**src/rtl/counter_arbiter_pkg.sv**
```systemverilog
// Shared sizing for the counter arbiter: channel count, count width,
// round-robin pointer width and the per-channel count type.
package counter_arbiter_pkg;

  localparam int NCH   = 4;
  localparam int W     = 4;
  localparam int PTR_W = (NCH > 1) ? $clog2(NCH) : 1;

  typedef logic [W-1:0] cnt_t;

endpackage

```
**src/rtl/counter_arbiter_rr_arbiter.sv**
```systemverilog
// Round-robin picker: the first eligible channel at or above ptr_i wins,
// searching upward and wrapping from NCH-1 back to channel 0.
module rr_arbiter #(
  parameter int NCH = 4,
  parameter int PW  = 2
) (
  input  logic [NCH-1:0] eligible_i,
  input  logic [PW-1:0]  ptr_i,
  output logic [NCH-1:0] grant_o
);

  logic found;
  int   idx;

  always_comb begin
    grant_o = '0;
    found   = 1'b0;
    idx     = 0;
    for (int off = 0; off < NCH; off++) begin
      // ptr_i is always below NCH, so one subtraction is enough to wrap.
      idx = int'(ptr_i) + off;
      if (idx >= NCH) idx = idx - NCH;
      if (!found && eligible_i[idx]) begin
        grant_o[idx] = 1'b1;
        found        = 1'b1;
      end
    end
  end

endmodule

```
**src/rtl/counter_arbiter.sv**
```systemverilog
// NCH channels share one incrementer. A round-robin grant picks one requester
// per cycle; its count advances (wrapping after io_limit) at the next edge.
module counter_arbiter #(
  parameter int NCH = counter_arbiter_pkg::NCH,
  parameter int W   = counter_arbiter_pkg::W
) (
  input  logic             clock,
  input  logic             reset,
  input  logic             io_en,
  input  logic [NCH-1:0]   io_req,
  input  logic [NCH-1:0]   io_clr,
  input  logic [W-1:0]     io_limit,
  output logic [NCH-1:0]   io_grant,
  output logic [NCH*W-1:0] io_cnt,
  output logic [NCH-1:0]   io_wrap,
  output logic             io_busy
);

  localparam int PW = (NCH > 1) ? $clog2(NCH) : 1;

  logic [NCH-1:0]        elig;
  logic [NCH-1:0][W-1:0] cnt_q, cnt_d;
  logic [PW-1:0]         ptr_q, ptr_d;
  logic [NCH-1:0]        wrap_q, wrap_d;

  // A channel being cleared cannot also be granted in the same cycle.
  assign elig    = (reset || !io_en) ? '0 : (io_req & ~io_clr);
  assign io_busy = |elig;

  rr_arbiter #(
    .NCH (NCH),
    .PW  (PW)
  ) u_rr (
    .eligible_i (elig),
    .ptr_i      (ptr_q),
    .grant_o    (io_grant)
  );

  always_comb begin
    cnt_d  = cnt_q;
    wrap_d = '0;
    ptr_d  = ptr_q;
    for (int k = 0; k < NCH; k++) begin
      if (io_clr[k]) begin
        cnt_d[k] = '0;
      end else if (io_grant[k]) begin
        // >= rather than == so a count stranded above a lowered limit wraps.
        if (cnt_q[k] >= io_limit) begin
          cnt_d[k]  = '0;
          wrap_d[k] = 1'b1;
        end else begin
          cnt_d[k] = cnt_q[k] + 1'b1;
        end
        ptr_d = (k == NCH - 1) ? '0 : PW'(k + 1);
      end
    end
  end

  always_ff @(posedge clock) begin
    if (reset) begin
      cnt_q  <= '0;
      ptr_q  <= '0;
      wrap_q <= '0;
    end else begin
      cnt_q  <= cnt_d;
      ptr_q  <= ptr_d;
      wrap_q <= wrap_d;
    end
  end

  assign io_cnt  = cnt_q;
  assign io_wrap = wrap_q;

endmodule
```
**config.mk**
```make
export PLATFORM = sky130hd
export DESIGN_NAME = counter_arbiter
export DESIGN_NICKNAME = d
export VERILOG_FILES = /design/src/rtl/counter_arbiter_pkg.sv /design/src/rtl/counter_arbiter_rr_arbiter.sv /design/src/rtl/counter_arbiter.sv
export SDC_FILE = /design/constraint.sdc
export NUM_CORES = 1
export LEC_CHECK = 0
export BUFFER_PORTS_ARGS = -buffer_cell sky130_fd_sc_hd__buf_2
export CAP_MARGIN = 20
export CORE_MARGIN = 2
export CORE_UTILIZATION = 35
export CTS_BUF_LIST = sky130_fd_sc_hd__clkbuf_4 sky130_fd_sc_hd__clkbuf_8
export CTS_CLUSTER_SIZE = 8
export DETAILED_ROUTE_END_ITERATION = 8
export PLACE_DENSITY_LB_ADDON = 0.05
export REMOVE_ABC_BUFFERS = 1
export SLEW_MARGIN = 10
export SYNTH_ARGS = -nofsm -noshare
export SYNTH_HDL_FRONTEND = slang
export SYNTH_HIERARCHICAL = 1
export SYNTH_SLANG_ARGS = --single-unit
```
**constraint.sdc**
```tcl
create_clock -name clock -period 2.9 [get_ports clock]
set_clock_uncertainty 0.2 [all_clocks]
set_input_delay 0.29 -clock clock [delete_from_list [all_inputs] [get_ports clock]]
set_output_delay 0.29 -clock clock [all_outputs]
set_load 0.005 [all_outputs]
```
Word level (Yosys, flattened, before mapping)
Cells that the tools add are included.

$add $sub $neg: 11. Magnitude comparators: 16. Mux-type cells: 48. Bitwise logic cells: 9. Reductions and logical operators: 21.

Operators by type and width (number): $ge A32 B1 Y1 const B (4); $lt A32 B4 Y1 const B (4); $mux W32 (4); $ge A32 B4 Y1 const B (3); $sub A32 B4 Y32 const B (3); $mux W4 (9); $mux W1 (19); $add A4 B1 Y4 const B (4); $ge A4 B4 Y1 (4); $mux W2 (8); $or A4 B4 Y4 (3); $reduce_or A3 Y1 (4); $bmux W1 S2 (4); $demux W1 S2 (4); $reduce_or A2 Y1 (4); $logic_and A1 B1 Y1 (7); $add A2 B2 Y3 const B (2); $and A4 B4 Y4 (1); $logic_not A1 Y1 (4); $not A1 Y1 (4); $not A4 Y4 (1); $reduce_or A4 Y1 (1); $sub A2 B3 Y4 const B (1); $add A2 B1 Y3 const B (1); 2 further kinds (2).

Register bits after elaboration: 22. Input bits: 15. Output and inout bits: 25. Word-level logic and storage cells: 114.

Depth between registers and ports, before layout
Gate-level depths: netlist of run 1.

Depth after elaboration: 24. Depth in mapped cells: 11. Gate-level depth less buffers: 10.

Modules after synthesis
Netlist of run 1, hierarchy kept.

By module, submodules not included: counter_arbiter (times used 1, cells each 159, area an instance 1437.6 sq um, sequential area each 440.4 sq um); rr_arbiter (times used 1, cells each 38, area an instance 357.8 sq um, sequential area each 0.0 sq um).

Worst setup path after synthesis of run 1
Ideal clock, no wire load.

Kind: register -> register. Start: reg ptr_q[0]. End: reg cnt_q, in the netlist io_cnt[11]. Library setup time: 0.119 ns. Data arrival time: 2.361 ns. Data required time: 2.581 ns. Slack: 0.220 ns. Stages on the path, launching flop included: 10. Buffers on the path: 0. Period minus slack after synthesis: 2.680 ns. Cell sequence: dfxtp_1 > inv_1 > ha_1 > mux4_2 > nor4b_4 > nand2_1 > o211ai_1 > inv_1 > nor3_1 > nor3_1.

Longest elaborated chain between the ends: 15. Elaborated cells on any way between the ends: 63. Those cells by class: 7 x add/sub; 12 x order compare; 31 x mux; 3 x bitwise; 10 x reduce/logical.

Ends and longest elaborated chain: from (decl) (line counter_arbiter.sv:23) `logic [PW-1:0] ptr_q, ptr_d;`; from (signal assigned) (line counter_arbiter.sv:66) `ptr_q <= ptr_d;`; branches (longest 14 deep; another with $sub A32 B4 Y32); $mux W4 (*) (line counter_arbiter_rr_arbiter.sv:23) `if (!found && eligible_i[idx]) begin`; net io_grant[2] (line counter_arbiter.sv:13) `output logic [NCH-1:0] io_grant,`; to (signal assigned) (line counter_arbiter.sv:65) `cnt_q <= cnt_d;`; to (decl) (line counter_arbiter.sv:22) `logic [NCH-1:0][W-1:0] cnt_q, cnt_d;`.

Mark *: on every way through the listed nets, which the timed path passes. The select of a mux whose other input is x is not followed. A chain may end at the register's enable or synchronous reset.

Worst setup path after layout of run 1
Start: reg ptr_q[1]. End: out io_grant[2].

Longest elaborated chain between the ends: 15. Elaborated cells on any way between the ends: 63. Those cells by class: 7 x add/sub; 12 x order compare; 31 x mux; 3 x bitwise; 10 x reduce/logical.

Ends and longest elaborated chain (line): branches (longest 14 deep; another with $sub A32 B4 Y32); $mux W4 (*) (counter_arbiter_rr_arbiter.sv:23); to (decl) (counter_arbiter.sv:13).

Every way passes the cells marked *. The select of a mux whose other input is x is not followed.

==> summary by stage, run 1 <==
Run status
The run finished with clean final reports.

Logic synthesis
The synthesized-area fraction occupied by adder cells is 19.5%. In the synthesized netlist, mux cells make up roughly 5.4% of the area. After synthesis, the cell types taking the most area are sky130_fd_sc_hd__dfxtp_1 (25%), sky130_fd_sc_hd__ha_1 (20%), sky130_fd_sc_hd__a2111oi_4 (6.1%). In this run the biggest area consumer among cell types represents approximately a quarter of the synthesized area. Summing the areas of all xor and xnor instances in the mapped netlist gives 1.95% of the synthesized area. Yosys printed 6 warnings.

The cell count after synthesis came out at ~200. After Yosys synthesis, and, or, nand and nor cells account for 23.6% of the synthesized area. The netlist uses 27 different library cells. The share of the yosys chip area belonging to registers is between 20% and 30%. Synthesis inferred 22 register bits. By area, the combinational part of the netlist is dominated by simple AND/OR/NAND/NOR gates.

Summing the areas of all compound-gate instances in the mapped netlist gives roughly a fifth of the synthesized area. The largest total area in the synthesized netlist belongs to sky130_fd_sc_hd__dfxtp_1. The cell area that synthesis handed to floorplanning was about 1800 um^2. The average instance in the mapped netlist occupies approximately 9 um^2.

Route
The length of the first detailed-routing pass in iterations is 4. The routed design has about 4.3 mm of wire. The count of nets left with antenna violations once routing finished came out at 0. In the final routed layout, each cell accounts on average for between 10 and 15 um.

The via density per instance is around 5.0. The via count is 1,612. The initial DRC count is 49. The residual DRC count is 0.

Timing
In this run the tightest slew margin relative to its limit is 62.0%. The transition time at the pin with the least slew margin is between 500 and 600 ps. Setup violations remaining at the end of the flow were counted as 0.

The number of slew-limit violations in the final report is 0. The part of the cycle the worst path needs is between 90% and 100%. Timing would allow up to roughly 360 MHz. The hold violation total from the final report is 0. The worst path needs ~2800 ps of the cycle, external delays included.

Cells and area
The area used by multi-input combinational logic is approximately 1300 um^2. The post-route netlist has about 29% of its cells at a drive strength greater than 1. The commonest non-fill, non-tap cell in the layout is sky130_fd_sc_hd__buf_2. Fill cells in the final layout number 526. The sequential standard cell area is between 400 and 500 um^2. At the end of the flow, the number of nets in the layout was a little under 300. The antenna diode count is 0. Leaving out fill and tap cells, the most frequent cells in the layout are sky130_fd_sc_hd__buf_2 (39), sky130_fd_sc_hd__ha_1 (27), sky130_fd_sc_hd__nand2_1 (21), sky130_fd_sc_hd__dfxtp_1 (21), sky130_fd_sc_hd__a21oi_1 (17). The relative area change from synthesis to final layout is 25.1%. The final cell count without fillers is about 320.

Critical path
Walking the worst path, the cells encountered are buf_4 > mux4_1 > nor4b_4 > nand2_1 > o211ai_1 > buf_2. STA classifies the critical path startpoint as a flop. The classification of the worst setup path is flop to output pin. The worst setup path is captured at an output pin. In this run the worst path has a maximum fanout of 7. The required arrival time at the worst endpoint is between 2000 and 2500 ps. The slowest stage of the critical path is the sky130_fd_sc_hd__mux4_1 cell.

The arrival time at the worst endpoint is ~2300 ps. Broken down by cell family, the worst path's largest delay share belongs to multiplexers. The longest individual stage delay on the worst path is ~640 ps.

The buffering stage count on the worst path with inverters included is 2.

Power and ir drop
For this design the static power due to leakage is between 0.0009 and 0.001 uW. The areal power density over the cells is 334 nW/um^2. IR analysis of the VDD net gives a maximum drop of between 0.1 and 0.15 mV. The design draws 751 uW.

GRT
Global routing consumed, over all layers together, between 10% and 20% of the routing resources. The wire length of the first global-routing pass is about 6.9 mm. The initial antenna violation count came to 0. Global routing finished with a remaining overflow of 0.

The number of global-route vias before repair is about 1,400. The maximum number of pins on one net before global-route repair is 14.

Die
The die span in x is 75.6 um. The die extent in y is 75.6 um. The core region is about 5000 um^2. The initial core utilization is 35.6%. The I/O pin count is 40.

The area enclosed by the die boundary is about 5700 um^2. After floorplanning, the core was divided into 26 placement rows.

Clocking
The maximum buffer depth of the clock tree is 2. In this run, post-CTS hold repair placed 0 buffers. Clock-pin slew was measured on the worst setup and hold paths at approximately 80 ps.

TritonCTS built the clock tree. The total clock buffers created by CTS is 3. The clock reaches the later pin of the worst-skew pair after roughly 270 ps.

The root cell of the clock tree is sky130_fd_sc_hd__clkbuf_8. In this run the number of H-tree levels came out at 1. CTS saw 22 sinks.

Placement
In this run the tool buffered the top-level ports with 39 buffer cells. The HPWL after detailed placement is 3.35 mm. The count of placed standard cells including taps is roughly 310. At the end of routability-driven placement, the weighted congestion stood at 0.894.

Min path
In this run the worst hold path is classified as primary input to flop.

Job
The tool flagged a number of max-cap violations equal to 0.
-- stage by stage --
stage	setup slack, ps	util, %	hold WS, ps	instance area, um^2	setup TNS, ps
floorplan	220	-	274	1780	0
CTS	44.7	43.4	137	2190	0
global route	-5.48	44.5	138	2250	-5.48
detailed placement	38.8	42.0	312	2120	0
finish	85.9	44.5	136	2250	0
global placement	55.1	42.0	309	2120	0
-- final cells by class --
type / count / share of cell area [%]
multi-input combinational: 157 / 57.5
timing repair buffer: 51 / 12.9
clock buffer: 3 / 1.84
sequential: 22 / 19.7
tap: 70 / 3.90
clock inverter: 1 / 1.34
inverter: 17 / 2.84
-- power by group --
| part | internal, uW | total [uW] | leakage (uW) | switching, uW |
|---|---|---|---|---|
| combinational | 70.4 | 150 | 0.000772 | 79.8 |
| sequential | 305 | 308 | 0.000178 | 2.88 |
| clock | 184 | 292 | 0.0000357 | 108 |
-- state kept, by name, indices dropped and copies added, names as in the netlist --
register	cells
io_cnt	16
ptr_q	2
io_wrap	4
-- routing by layer --
| layer | global-route usage, % | part of all wire (%) | vias up |
|---|---|---|---|
| met5 | 0 | 0 | - |
| met4 | 4.09 | 0.52 | 0 |
| met3 | 2.38 | 2.9 | 2 |
| met2 | 25.5 | 47 | 24 |
| met1 | 22.1 | 50 | 761 |
| li1 | - | - | 825 |
-- cells in the mapped netlist --
cell type and number:
sky130_fd_sc_hd__o211ai_1 12, sky130_fd_sc_hd__buf_6 1, sky130_fd_sc_hd__nand2b_4 4, sky130_fd_sc_hd__nor2_1 14, sky130_fd_sc_hd__nor2b_1 4, sky130_fd_sc_hd__or2_2 4
sky130_fd_sc_hd__ha_1 28, sky130_fd_sc_hd__nor3_1 8, sky130_fd_sc_hd__o21ai_0 2, sky130_fd_sc_hd__nor3b_1 4, sky130_fd_sc_hd__o21a_1 4, sky130_fd_sc_hd__dfxtp_1 22
sky130_fd_sc_hd__mux4_1 2, sky130_fd_sc_hd__xor2_1 4, sky130_fd_sc_hd__nor4_1 4, sky130_fd_sc_hd__nor4b_4 1, sky130_fd_sc_hd__a2111oi_4 4, sky130_fd_sc_hd__inv_1 17
sky130_fd_sc_hd__nand2_1 21, sky130_fd_sc_hd__a31oi_1 1, sky130_fd_sc_hd__nand4_1 4, sky130_fd_sc_hd__mux4_2 2, sky130_fd_sc_hd__nand2b_1 7, sky130_fd_sc_hd__o22ai_1 4
sky130_fd_sc_hd__a21oi_1 17, sky130_fd_sc_hd__a41oi_1 1, sky130_fd_sc_hd__o21bai_1 1
-- cell families after synthesis --
kind of cell | Yosys count
XOR/XNOR | 4
flip-flops | 22
adder cells (fa/ha/maj) | 28
multiplexers | 4
buffers and inverters | 18
AND/OR/NAND/NOR | 75
AO/OA/AOI/OAI | 46
-- worst reg2reg max path: stages, from the launching register on --
cell,delay (ps)
sky130_fd_sc_hd__dfxtp_1,330
sky130_fd_sc_hd__buf_4,160
sky130_fd_sc_hd__mux4_1,640
sky130_fd_sc_hd__nor4b_4,340
sky130_fd_sc_hd__nand2_1,100
sky130_fd_sc_hd__o211ai_1,170
sky130_fd_sc_hd__buf_4,190
sky130_fd_sc_hd__buf_4,100
sky130_fd_sc_hd__nand4_1,90
sky130_fd_sc_hd__xor2_1,160
sky130_fd_sc_hd__nor3_1,130
-- path summary, 6_finish.rpt --
check | start | endpoint | slack, ps | depth (start not counted)
max | ptr_q[1] | io_grant[2] | 90 | 6
min | io_clr[2] | ptr_q[0] | 140 | 3
max reg2reg | ptr_q[1] | io_cnt[3] | 210 | 10
min reg2reg | io_cnt[0] | io_cnt[0] | 320 | 2
-- repair_timing --
item / in CTS / in global routing
buffers inserted: 0 / 5
endpoints found under the setup margin: 0 / 7
resized for setup: 0 / 4
Power figures use the tool's default switching activity.
==> run 2: changes to the inputs <==
--- a/config.mk
+++ b/config.mk
@@ -10,6 +10,7 @@
 export CORE_MARGIN = 2
 export CORE_UTILIZATION = 35
 export CTS_BUF_LIST = sky130_fd_sc_hd__clkbuf_4 sky130_fd_sc_hd__clkbuf_8
+export CTS_CLUSTER_DIAMETER = 30
 export CTS_CLUSTER_SIZE = 8
 export DETAILED_ROUTE_END_ITERATION = 8
 export PLACE_DENSITY_LB_ADDON = 0.05
==> constraint.sdc (replaced) <==
create_clock -name clock -period 2.9 [get_ports clock]
set_clock_uncertainty 0.2 [all_clocks]
set_input_delay 0.29 -clock clock [delete_from_list [all_inputs] [get_ports clock]]
set_output_delay 0.29 -clock clock [all_outputs]
set_load 0.01 [all_outputs]
==> summary by stage, run 2 (synthesis gave the netlist of run 1 again) <==
Die
The I/O pin count is 40 (unchanged). The die span in x came to 75.6 um (unchanged). The initial core utilization is 35.6% (unchanged). The number of placement rows was 26 (unchanged).

The core outline area is 5040 um^2 (unchanged). The die extent in y is 75.6 um (unchanged). The area enclosed by the die boundary is 5720 um^2 (unchanged).

Clocking
The root cell of the clock tree is sky130_fd_sc_hd__clkbuf_8. The later-pin clock latency in the skew report came to 260 ps (about the same). The hold-fix buffer count after cts is 0 (unchanged). The H-tree depth reported by CTS is 1 (unchanged). The maximum buffer depth of the clock tree is 2 (unchanged). The total clock buffers created by CTS is 3 (unchanged). The post-CTS clock slew at the launch and capture registers of the worst setup and hold paths is 80 ps (about the same). The number of clock sinks is 22 (unchanged). TritonCTS built the clock tree.

GRT
The maximum number of pins on one net before global-route repair is 12 (-2). The number of global-route vias before repair was 1,495 (+5.9%). The global router's overall resource usage is 15.8% (+0.019 points). The overall overflow remaining after global route is 0 (unchanged).

The wire length of the first global-routing pass was 6.91 mm (+0.39%). The initial antenna violation count is 0 (unchanged).

Timing
The part of the cycle the worst path needs is 97.2% (+0.21 points). The worst-case headroom to the max-slew limit is 72.7% (+11 points). The minimum hold slack was 149 ps (+12.6 ps).

Setup repair after global routing could not meet its margin everywhere. The number of setup violations in the final report is 0 (unchanged). The hold violation total from the final report came to 0 (unchanged). The transition time at the pin with the least slew margin is 409 ps (-158 ps). The aggregate negative setup slack is 0 ps (unchanged). The number of slew-limit violations in the final report is 0 (unchanged). The maximum frequency from static timing analysis came to 355 MHz (-0.21%). The minimum clock period was 2820 ps (+5.99 ps).

Critical path
The highest net fanout along the worst path is 9 (+2). The critical path endpoint category is an output pin. The critical path starts at ptr_q[0]. The arrival time at the worst endpoint is 2330 ps (about the same).

The startpoint of the lowest-slack register-to-register path is ptr_q[0]. The required arrival time at the worst endpoint came to 2410 ps (about the same). The worst setup path is launched from a flop. By startpoint and endpoint, the worst setup path is classified as flop to output pin.

Route
The initial DRC count is 48 (-2.0%). The length of the first detailed-routing pass in iterations is 4 (unchanged). The residual DRC count is 0 (unchanged). The total wire length is 4.20 mm (-1.7%).

The via density per instance is 5.00 (-0.37%). The count of antenna-violating nets left after detailed routing is 0 (unchanged). The via count is 1,616 (+0.25%). The mean routed wirelength per cell was 13.0 um (-2.3%).

Job
The reported max-cap violation count is 0 (unchanged).

Cells and area
The flip-flop count of the largest register after layout is 16 (unchanged). The number of filler cells placed in the layout is 493 (-6.3%). The final net count is 298 (+1.0%). Relative to the synthesized area, the layout overhead comes to 24.0%.

The layout cell share with drive strength beyond 1 was 28.9% (-0.23 points). The commonest non-fill, non-tap cell in the layout is sky130_fd_sc_hd__buf_2. In the layout the commonest cells are sky130_fd_sc_hd__buf_2 (39), sky130_fd_sc_hd__ha_1 (28), sky130_fd_sc_hd__dfxtp_1 (22). The antenna diode count came to 0 (unchanged).

Power and ir drop
The areal power density over the cells is 293 nW/um^2 (-12%). The peak ir drop on the vdd network came to 0.161 mV (+13%). The post-layout total power came to 653 uW (-13%).

The leakage power total is 0.000985 uW (-0.11%).

Min path
The class of the tightest hold or removal check is primary input to flop. The worst hold path begins at io_clr[2].

Placement
The weighted congestion reported at the end of routability-driven placement is 0.853 (-4.6%). The HPWL after detailed placement came to 3.34 mm (-0.31%). The number of port buffers was 39 (unchanged).

Run status
The flow ran to the end, and the final reports show no timing, DRC or antenna violations.
run 2: cell types whose count changed in the layout (fill, tap and decap cells not counted):
cell,before,now
sky130_fd_sc_hd__buf_4,11,15
sky130_fd_sc_hd__buf_6,1,0
sky130_fd_sc_hd__bufinv_16,1,0
sky130_fd_sc_hd__dfxtp_1,21,22
sky130_fd_sc_hd__dfxtp_2,1,0
sky130_fd_sc_hd__ha_1,27,28
sky130_fd_sc_hd__ha_4,1,0
sky130_fd_sc_hd__inv_1,16,17
sky130_fd_sc_hd__inv_2,1,0
sky130_fd_sc_hd__nor3b_1,4,3
sky130_fd_sc_hd__nor3b_2,0,1
run 2: worst paths after layout:
check	endpoint	slack, ps	cells after the start
setup reg to reg	io_cnt[10]	230	12
hold reg to reg	io_cnt[0]	320	2
hold / removal	ptr_q[1]	150	3
setup / recovery	io_grant[0]	80	8
run 2: layout make-up:
cell class,count,area [um^2],area share (%)
flip-flops and latches,22,440,19.8
clock buffers,3,41.3,1.85
well taps,70,87.6,3.93
repair buffers,54,308,13.8
multi-input cells,157,1280,57.7
inverters,17,63.8,2.87
run 2: metrics by stage:
| stage | setup slack (ps) | utilization, % | std cells | area, um^2 |
|---|---|---|---|---|
| floorplan | 162 | - | 196 | 1780 |
| global placement | -58.3 | 42.2 | 313 | 2130 |
| detailed placement | -58.3 | 42.2 | 313 | 2130 |
| CTS | 5.87 | 43.6 | 320 | 2200 |
| global route | -57.5 | 44.1 | 323 | 2230 |
| finish | 79.9 | 44.1 | 323 | 2230 |
run 2: per-layer routing:
metal	wire length (um)	track usage [%]	vias to the layer above
met5	0	0	-
met4	40	4.87	0
met3	151	3.57	4
met2	1910	24.4	36
met1	2100	21.9	749
li1	-	-	827
run 2: report_power, final:
group / internal [uW] / switching (uW)
Combinational: 71.8 / 80.6
Sequential: 305 / 2.83
Clock: 92.7 / 99.9
Total: 469 / 183
run 2: worst max-delay path: stages (launching register included):
cell	delay (ps)
sky130_fd_sc_hd__dfxtp_1	340
sky130_fd_sc_hd__buf_4	180
sky130_fd_sc_hd__mux4_2	590
sky130_fd_sc_hd__nor4b_4	360
sky130_fd_sc_hd__nand2_1	90
sky130_fd_sc_hd__o211ai_1	90
sky130_fd_sc_hd__buf_4	170
sky130_fd_sc_hd__buf_4	120
sky130_fd_sc_hd__buf_2	120
run 2: timing repair:
| item | CTS | global route |
|---|---|---|
| endpoints found under the setup margin | 1 | 3 |
| setup buffers | 4 | 3 |
| resized for setup | 0 | 1 |
| cloned | 0 | 0 |
| pin swaps | 1 | 2 |
==> run 3: changes to the inputs <==
--- a/config.mk
+++ b/config.mk
@@ -13,7 +13,6 @@
 export CTS_CLUSTER_DIAMETER = 30
 export CTS_CLUSTER_SIZE = 8
 export DETAILED_ROUTE_END_ITERATION = 8
-export PLACE_DENSITY_LB_ADDON = 0.05
 export REMOVE_ABC_BUFFERS = 1
 export SLEW_MARGIN = 10
 export SYNTH_ARGS = -nofsm -noshare
==> constraint.sdc (replaced) <==
create_clock -name clock -period 3 [get_ports clock]
set_clock_uncertainty 0.2 [all_clocks]
set_input_delay 0.3 -clock clock [delete_from_list [all_inputs] [get_ports clock]]
set_output_delay 0.3 -clock clock [all_outputs]
set_load 0.01 [all_outputs]
==> summary by stage, run 3 (synthesis gave the netlist of run 1 again) <==
Clocking
The hold-fix buffer count after cts was 0 (unchanged). The post-CTS clock slew at the launch and capture registers of the worst setup and hold paths is 80 ps (about the same). The H-tree depth reported by CTS came to 1 (unchanged). TritonCTS built the clock tree.

The maximum buffer depth of the clock tree is 2 (unchanged). The number of clock sinks is 22 (unchanged). In this run the clock root is driven by a sky130_fd_sc_hd__clkbuf_8. The total clock buffers created by CTS is 3 (unchanged). The later-pin clock latency in the skew report is 260 ps (about the same).

Cells and area
The layout cell share with drive strength beyond 1 is 27.6% (-1.3 points). Leaving out fill and tap cells, the most frequent cell in the layout is sky130_fd_sc_hd__buf_2. The top cell types in the final layout, fill and taps aside, are sky130_fd_sc_hd__buf_2 (39), sky130_fd_sc_hd__ha_1 (28), sky130_fd_sc_hd__dfxtp_1 (22). The antenna diode count is 0 (unchanged). The flip-flop count of the largest register after layout is 16 (unchanged). The final net count came to 295 (-1.0%).

Compared with the post-synthesis result, the final layout area differs by 22.4%. The core occupancy in the finished layout is 43.6% (-0.55 points).

Die
The number of placement rows came to 26 (unchanged). The die span in x is 75.6 um (unchanged). The initial core utilization is 35.6% (unchanged). The area enclosed by the die boundary is 5720 um^2 (unchanged).

The core outline area is 5040 um^2 (unchanged). The die extent in y is 75.6 um (unchanged). The I/O pin count is 40 (unchanged).

Timing
In the finished design, the share of the clock period the worst path needs comes to between 90% and 100%. The minimum clock period is 2830 ps. The worst-case headroom to the max-slew limit is 69.1% (-3.6 points). The aggregate negative setup slack came to 0 ps (unchanged). The number of setup violations in the final report came to 0 (unchanged). The number of slew-limit violations in the final report is 0 (unchanged). The transition time at the pin with the least slew margin was 461 ps (+51.8 ps). The hold violation total from the final report is 0 (unchanged). Setup repair after global routing left no endpoint under its margin.

Based on the critical path, the design can be clocked at up to about 350 MHz.

GRT
The maximum number of pins on one net before global-route repair is 12 (unchanged). The global router's overall resource usage was 14.8% (-1.0 points). The overall overflow remaining after global route was 0 (unchanged).

The wire length of the first global-routing pass is 6.64 mm (-3.9%). The initial antenna violation count came to 0 (unchanged). The number of global-route vias before repair is 1,474 (-1.4%).

Critical path
The worst setup path is of the flop to output pin kind. The worst setup path is captured at an output pin. The longest individual stage delay on the worst path came to 370 ps (-220 ps). The worst register-to-register path begins at ptr_q[0]. The worst reg2reg path depth came to 10 (-2).

The setup slack on the worst flop-to-flop path was 320 ps (+90 ps). The worst setup path is launched from a flop. The arrival time at the worst endpoint was 2330 ps (about the same). The start point of the critical path is ptr_q[0]. For this design, the slowest cell found on the critical path is sky130_fd_sc_hd__mux4_2. The required arrival time at the worst endpoint is 2500 ps (+90 ps). The capturing point of the worst reg2reg path is io_cnt[7]. The highest net fanout along the worst path is 6 (-3). The signal on the critical path passes through inv_1 > ha_1 > mux4_2 > nor4b_4 > nand2_1 > o211ai_1 > buf_2.

Min path
The worst hold path begins at io_clr[3]. For hold timing, the worst endpoint is ptr_q[0]. The class of the tightest hold or removal check is primary input to flop. The number of cells on the worst hold path is 3 (unchanged).

Power and ir drop
The areal power density over the cells was 286 nW/um^2 (-2.6%). The leakage power total was 0.000969 uW (-1.6%). The post-layout total power is 628 uW (-3.8%).

The peak ir drop on the vdd network came to 0.201 mV (+25%).

Route
The length of the first detailed-routing pass in iterations is 4 (unchanged). The via density per instance is 5.03 (+0.63%). The initial DRC count is 95 (+98%). The residual DRC count was 0 (unchanged). The via count is 1,611 (-0.31%). The mean routed wirelength per cell was 12.6 um (-2.9%). The total wire length is 4.04 mm (-3.8%).

The count of antenna-violating nets left after detailed routing is 0 (unchanged).

Placement
The number of port buffers is 39 (unchanged). The weighted congestion reported at the end of routability-driven placement was 0.788 (-7.6%). The HPWL after detailed placement was 3.18 mm (-4.6%).

Run status
The flow ran to the end, and the final reports show no timing, DRC or antenna violations.

Job
The reported max-cap violation count came to 0 (unchanged).
-- run 3: cell count changes in the layout (fill, tap and decap cells not counted), sizes merged --
| cell | previous run | this run |
|---|---|---|
| buf | 54 | 51 |
-- run 3: cell type report --
type | instances | area [um^2]
clock buffer | 3 | 41.3
fill | 511 | 2840
inverter | 17 | 63.8
multi-input combinational | 157 | 1280
sequential | 22 | 440
tap | 70 | 87.6
timing repair buffer | 51 | 285
-- run 3: per-layer routing --
layer,vias to the layer above,wire length [um],GRT usage [%]
met5,-,0,0
met4,0,74,4.09
met3,6,178,3.44
met2,33,1900,25.4
met1,747,1880,18.6
li1,825,-,-
-- run 3: how the worst max path moves through the flow --
stage                       end  cells after the start  slack, ps
floorplan            io_cnt[11]                      9        260
global placement      io_cnt[3]                     11        140
detailed placement    io_cnt[3]                     11        150
CTS                 io_grant[1]                      7         80
global route        io_grant[2]                      8          8
finish              io_grant[1]                      7        170
-- run 3: power by group --
group | internal, uW | switching [uW]
Combinational | 66.3 | 76.9
Clock | 89.7 | 97.7
Sequential | 295 | 2.40
-- run 3: through the flow --
step | instance area [um^2] | hold slack, ps | cells | worst slack, ps
after floorplan | 1780 | 284 | 196 | 262
after global placement | 2100 | 298 | 310 | 144
after detailed placement | 2100 | 310 | 310 | 153
after CTS | 2150 | 149 | 313 | 75.7
after global routing | 2200 | 152 | 320 | 8.02
final | 2200 | 152 | 320 | 174
-- run 3: timing repair --
| item | 4_1_cts | 5_1_grt |
|---|---|---|
| gates resized for setup | 0 | 0 |
| setup endpoints to repair | 0 | 5 |
| buffers inserted | 0 | 7 |
-- run 3: critical path, delay by kind of cell, from the launching register on --
family / cells / cell delay [ps]
AND/OR/NAND/NOR: 2 / 470
flip-flops: 1 / 330
AO/OA/AOI/OAI: 1 / 240
adder cells (fa/ha/maj): 1 / 340
buffers and inverters: 2 / 310
multiplexers: 1 / 370
